File: config.mk
export PLATFORM = sky130hd
export DESIGN_NAME = hs_arith_multi_in_minmax_pipe
export DESIGN_NICKNAME = d
export VERILOG_FILES = /design/src/rtl/hs_arith_multi_in_minmax_pipe.sv
export SDC_FILE = /design/constraint.sdc
export NUM_CORES = 1
export LEC_CHECK = 0
export ABC_AREA = 1
export CAP_MARGIN = 30
export CORE_MARGIN = 2
export CORE_UTILIZATION = 35
export DETAILED_ROUTE_END_ITERATION = 16
export RECOVER_POWER = 100
export SYNTH_ARGS = -nofsm -noshare
export SYNTH_HDL_FRONTEND = slang
export SYNTH_SLANG_ARGS = --single-unit
File: constraint.sdc
create_clock -name clk -period 9.47 [get_ports clk]
set_clock_uncertainty 0.15 [all_clocks]
set_input_delay 1.894 -clock clk [delete_from_list [all_inputs] [get_ports clk]]
set_output_delay 1.894 -clock clk [all_outputs]
set_load 0.05 [all_outputs]
File: src/rtl/hs_arith_multi_in_minmax_pipe.sv
// Pipelined min/max tree over INPUT_NUM lanes returning value, index and aux payload of the winner.
// Latency S = ceil(clog2(INPUT_NUM)/PIPE_LEVELS) cycles; stalls freeze every full stage, in_ready follows out_ready.
module hs_arith_multi_in_minmax_pipe #(
    parameter int  DATA_WIDTH      = 32,
    parameter int  INPUT_NUM       = 6,
    parameter bit  SELECT_MAX      = 1'b0,
    parameter bit  IS_SIGNED       = 1'b0,
    parameter int  PIPE_LEVELS     = 1,
    parameter bit  ENABLE_AUX_PATH = 1'b1,
    parameter type AUX_DATA_TYPE   = logic,
    localparam int INDEX_WIDTH     = $clog2(INPUT_NUM)
) (
    input  logic                                 clk,
    input  logic                                 rst_n,
    input  logic                                 flush,
    input  logic                                 in_valid,
    output logic                                 in_ready,
    input  logic [INPUT_NUM-1:0][DATA_WIDTH-1:0] din,
    input  AUX_DATA_TYPE [INPUT_NUM-1:0]         aux_din,
    input  logic [INPUT_NUM-1:0]                 lane_valid,
    output logic                                 out_valid,
    input  logic                                 out_ready,
    output logic [DATA_WIDTH-1:0]                out_value,
    output AUX_DATA_TYPE                         out_aux,
    output logic [INDEX_WIDTH-1:0]               out_index,
    output logic                                 out_any_valid
);
    localparam int L  = INDEX_WIDTH;
    localparam int NP = 1 << L;
    localparam int S  = (L + PIPE_LEVELS - 1) / PIPE_LEVELS;

    logic [S-1:0] r_sv;
    logic [S-1:0] w_load;
    logic [S-1:0] w_vin;

    // A stage may load when it or any stage downstream of it has a free slot.
    for (genvar k = 0; k < S; k++) begin : g_ctl
        assign w_load[k] = out_ready | ~(&r_sv[S-1:k]);
        if (k == 0) begin : g_first
            assign w_vin[k] = in_valid;
        end else begin : g_next
            assign w_vin[k] = r_sv[k-1];
        end
    end

    always_ff @(posedge clk or negedge rst_n) begin
        if (!rst_n) begin
            r_sv <= '0;
        end else if (flush) begin
            r_sv <= '0;
        end else begin
            r_sv <= (w_load & w_vin) | (~w_load & r_sv);
        end
    end

    assign in_ready = w_load[0] | flush;

    for (genvar l = 0; l <= L; l++) begin : g_lvl
        localparam int M = NP >> l;
        logic                   w_v [M];
        logic [DATA_WIDTH-1:0]  w_d [M];
        logic [INDEX_WIDTH-1:0] w_i [M];
        AUX_DATA_TYPE           w_a [M];

        if (l == 0) begin : g_leaf
            for (genvar j = 0; j < M; j++) begin : g_lane
                if (j < INPUT_NUM) begin : g_real
                    assign w_v[j] = lane_valid[j];
                    assign w_d[j] = din[j];
                    assign w_i[j] = INDEX_WIDTH'(j);
                    if (ENABLE_AUX_PATH) begin : g_aux
                        assign w_a[j] = aux_din[j];
                    end else begin : g_noaux
                        assign w_a[j] = '0;
                    end
                end else begin : g_pad
                    assign w_v[j] = 1'b0;
                    assign w_d[j] = '0;
                    assign w_i[j] = '0;
                    assign w_a[j] = '0;
                end
            end
        end else begin : g_node
            localparam bit REG = (l % PIPE_LEVELS == 0) || (l == L);
            localparam int K   = (l + PIPE_LEVELS - 1) / PIPE_LEVELS - 1;
            logic                   w_nv [M];
            logic [DATA_WIDTH-1:0]  w_nd [M];
            logic [INDEX_WIDTH-1:0] w_ni [M];
            AUX_DATA_TYPE           w_na [M];

            for (genvar j = 0; j < M; j++) begin : g_sel
                logic                  w_va, w_vb, w_b_gt, w_b_lt, w_pick_b;
                logic [DATA_WIDTH-1:0] w_da, w_db;
                assign w_va = g_lvl[l-1].w_v[2*j];
                assign w_vb = g_lvl[l-1].w_v[2*j+1];
                assign w_da = g_lvl[l-1].w_d[2*j];
                assign w_db = g_lvl[l-1].w_d[2*j+1];
                assign w_b_gt = IS_SIGNED ? ($signed(w_db) > $signed(w_da)) : (w_db > w_da);
                assign w_b_lt = IS_SIGNED ? ($signed(w_db) < $signed(w_da)) : (w_db < w_da);
                // Right (higher-index) side only wins when strictly better, so ties keep the lower index.
                assign w_pick_b = w_vb & (~w_va | (SELECT_MAX ? w_b_gt : w_b_lt));
                assign w_nv[j] = w_va | w_vb;
                assign w_nd[j] = w_pick_b ? w_db : (w_va ? w_da : '0);
                assign w_ni[j] = w_pick_b ? g_lvl[l-1].w_i[2*j+1] : (w_va ? g_lvl[l-1].w_i[2*j] : '0);
                assign w_na[j] = w_pick_b ? g_lvl[l-1].w_a[2*j+1] : (w_va ? g_lvl[l-1].w_a[2*j] : '0);
            end

            if (REG) begin : g_reg
                logic                   r_v [M];
                logic [DATA_WIDTH-1:0]  r_d [M];
                logic [INDEX_WIDTH-1:0] r_i [M];
                AUX_DATA_TYPE           r_a [M];
                always_ff @(posedge clk) begin
                    if (w_load[K]) begin
                        r_v <= w_nv;
                        r_d <= w_nd;
                        r_i <= w_ni;
                        r_a <= w_na;
                    end
                end
                assign w_v = r_v;
                assign w_d = r_d;
                assign w_i = r_i;
                assign w_a = r_a;
            end else begin : g_comb
                assign w_v = w_nv;
                assign w_d = w_nd;
                assign w_i = w_ni;
                assign w_a = w_na;
            end
        end
    end

    assign out_valid     = r_sv[S-1];
    assign out_any_valid = out_valid & g_lvl[L].w_v[0];
    assign out_value     = out_valid ? g_lvl[L].w_d[0] : '0;
    assign out_index     = out_valid ? g_lvl[L].w_i[0] : '0;
    assign out_aux       = out_valid ? g_lvl[L].w_a[0] : '0;
endmodule

==> results.yml <==
synthesis:
  synth.top_cells.by_count: "709 x nand2_1, 445 x inv_1, 216 x edfxtp_1"
  yosysSeqAreaShare_pct: 43.0
  syn_inst: 1979
  synth_ff_type: "edfxtp_1"
  synth_async_sr_flop_share_pct: 1.37
  synth_most_common_cell: "nand2_1"
  synth_warnings: 0
  synth_edf_count: 216
  yosys_register_bits: 219
  netlist_area_um2: 15300
  yosys-top-cells-area: "edfxtp_1 43%, nand2_1 17%, ha_1 13%"
  synth_top_area_share_pct: 42.5
  synth.distinct_cells: 28
  synth_largest_area_cell: "edfxtp_1"
  synth_nets: 2343
  synth.avg_cell_area_um2: 7.71
setup_path:
  cp-end-kind: "output pin"
  crit_fanout: 38
  max_stage_delay_ns: 0.76
  worst_ep_arrival_time_ns: 4.71
  critPathBufInv: 6
  required_ns: 7.43
  path_cells: "dlygate4sd3_1 > inv_1 > nand2_1 > buf_12 > nor2_1 > clkinv_1 > nor2_1 > inv_4 > or2_2 > dlygate4sd3_1"
  crit_start: "out_ready"
  cp_top_family: "buffers and inverters"
  slowest_stage: "dlygate4sd3_1"
  crit_type: "input port to output pin"
  r2r_start: "r_sv[2]"
  worstSetupStartpointType: "input port"
run_status:
  violations: "capacitance limit, slew limit"
  status: "finished, violations left"
final_layout:
  postLayoutCellArea_um2: 18900
  drive_gt1_share_pct: 3.30
  fin_cells: 2794
  final_nets: 2555
  fillers: 4350
  antenna_cells: 0
  syn_to_final_growth_pct: 24.1
  final_util_pct: 43.9
  regArea_um2: 6560
  multi_input_comb_area_um2: 6460
sta:
  relSlewSlack_pct: -160
  fmax_mhz: 148
  worst_pin_slew_ns: 3.91
  final.min_clock_period_ns: 6.75
  fin_crit_sh_pct: 71.3
  slew_viol_final: 294
  hold_ws_ns: 0.355
  rsz0062_at_grt: "false"
  timing.final.ws_setup_ns: 2.72
  setup_tns_ns: 0
  setup_violations: 0
  final_hold_viol_count: 0
clock_network:
  numCtsBuffers: 25
  cts.repair.resized: 0
  cts_tree: "yes"
  clk_pin_slew_worst_paths_ns: 0.06
  cts.hold.buffers_added: 0
  clock-sinks: 219
  clk_latency_ns: 0.52
  clockRootBuffer: "clkbuf_16"
  cts_max_path_buffers: 3
  post_cts_buffers: 0
  cts-htree-levels: 1
floorplanning:
  die_height_um: 213
  ios: 248
  die_w_um: 213
  dieArea_um2: 45300
  fp.coreArea_um2: 43100
  rows: 76
  initial_core_util_pct: 35.4
power:
  p_comb_share_pct: 21.9
  p_sw_uw: 841
  power.internal_mw: 2.19
  switching_share_pct: 27.7
  clockPowerShare_pct: 35.8
  leakage_nw: 10.7
  max-vdd-ir-drop_mv: 0.0962
  pwr_density_cell_nw_per_um2: 160
  p_total_mw: 3.03
  pwr-share-seq_pct: 42.4
placed_design:
  gp_congestion: 0.840
  place.port_buffers: 247
  dpl_cell_area_um2: 18100
  place_hpwl_um: 29000
  placed_cells: 2747
  preCtsSetupSlack_ns: 2.61
routing:
  firstDrtPassIters: 5
  avgViaCountPerCell: 4.54
  wl_um: 37700
  vias: 12700
  antenna_left: 0
  drt_first_iter_violations: 711
  drcViolationCount: 0
  wl_per_cell_um: 13.5
grt:
  grt-ovfl-total: 0
  grtUsageTotal_pct: 16.9
  grt_max_degree: 74
  antenna_found_initial: 1
  grt_pass1_wl_um: 60800
  grt_pass1_vias: 12500
worst_hold_path:
  hp-class: "flop to flop"
  hold_start: "g_lvl[2].g_node.g_sel[1].w_da[10]"
flow_run:
  max_cap_viol_count: 6
-- power groups by stage --
| stage | registers, mW | logic (mW) | clock network (mW) |
|---|---|---|---|
| final | 1.29 | 0.663 | 1.09 |
| after global routing | 1.30 | 0.775 | 1.15 |
| after CTS | 1.29 | 0.684 | 1.12 |
| after detailed placement | 1.31 | 0.679 | 0 |
| after global placement | 1.31 | 0.658 | 0 |
| after floorplan | 1.28 | 0.474 | 0 |
-- kinds of logic after synthesis --
kind of cell	Yosys count	share of synthesized area, %
AO/OA/AOI/OAI	99	3.28
adder cells (fa/ha/maj)	155	12.7
buffers and inverters	523	14.0
flip-flops	219	43.0
AND/OR/NAND/NOR	983	27.0
-- sequential cells by signal (all words and copies together) (netlist names) --
name                     count
g_lvl.g_node.g_sel.w_va      3
g_lvl.g_node.g_sel.w_da     96
g_lvl.g_node.g_sel.w_vb      2
g_lvl.g_node.g_sel.w_db     64
g_lvl.g_node.g_reg.r_d      32
g_lvl.g_node.g_reg.r_v       1
g_lvl.g_node.g_reg.r_i      12
g_lvl.g_node.g_reg.r_a       6
r_sv                         3
-- final timing paths --
kind / endpoint / cells past startpoint / slack [ns]
setup / recovery: in_ready / 10 / 2.72
hold / removal: g_lvl[3].g_node.g_sel[0].w_db[10] / 2 / 0.35
setup reg to reg: g_lvl[2].g_node.g_sel[0].w_db[1] / 8 / 4.32
hold reg to reg: g_lvl[3].g_node.g_sel[0].w_db[10] / 2 / 0.35
max in group asynchronous: r_sv[1] / 1 / 7.54
min in group asynchronous: r_sv[2] / 1 / 1.48
-- layout by cell type, fill, tap and decap left out --
cell type,netlist,layout
nor2_4,1,1
clkbuf_16,0,25
dlygate4sd3_1,0,44
inv_4,0,1
o21a_1,1,1
nand4_2,1,1
inv_1,445,443
or2_2,8,8
nand3_1,178,178
clkinv_2,0,4
nor2_1,45,45
o211ai_1,1,1
clkinvlp_4,0,2
o21ai_0,21,21
ha_1,155,155
clkbuf_1,31,12
nand2_1,709,719
nor3_1,10,10
nor3_2,1,1
nand2_2,13,13
nand4_1,5,5
dfrtp_1,3,3
clkdlybuf4s50_1,0,203
nor4_2,1,1
buf_4,11,6
clkinv_4,0,1
clkinv_1,0,3
a21oi_1,76,76
bufinv_16,0,8
buf_12,1,1
nand3b_1,1,1
edfxtp_1,216,216
-- tightest hold or removal path, cell delays in order, from the launching register on --
cell      delay (ns)
edfxtp_1        0.32
nand2_1         0.05
inv_1           0.04
-- layout make-up --
class	instances	area share, %
flip-flops and latches	219	34.7
multi-input cells	1237	34.2
repair buffers	263	13.6
inverters	445	8.84
well taps	585	3.87
clock buffers	28	3.36
clock inverters	17	1.54
-- routing by layer --
layer  GRT usage (%)  wire [um]
met1            20.2      15800
met2            31.4      19400
met3            2.32       1450
met4            4.70       1030
met5               0         13
(Power assumes the default switching activity.)
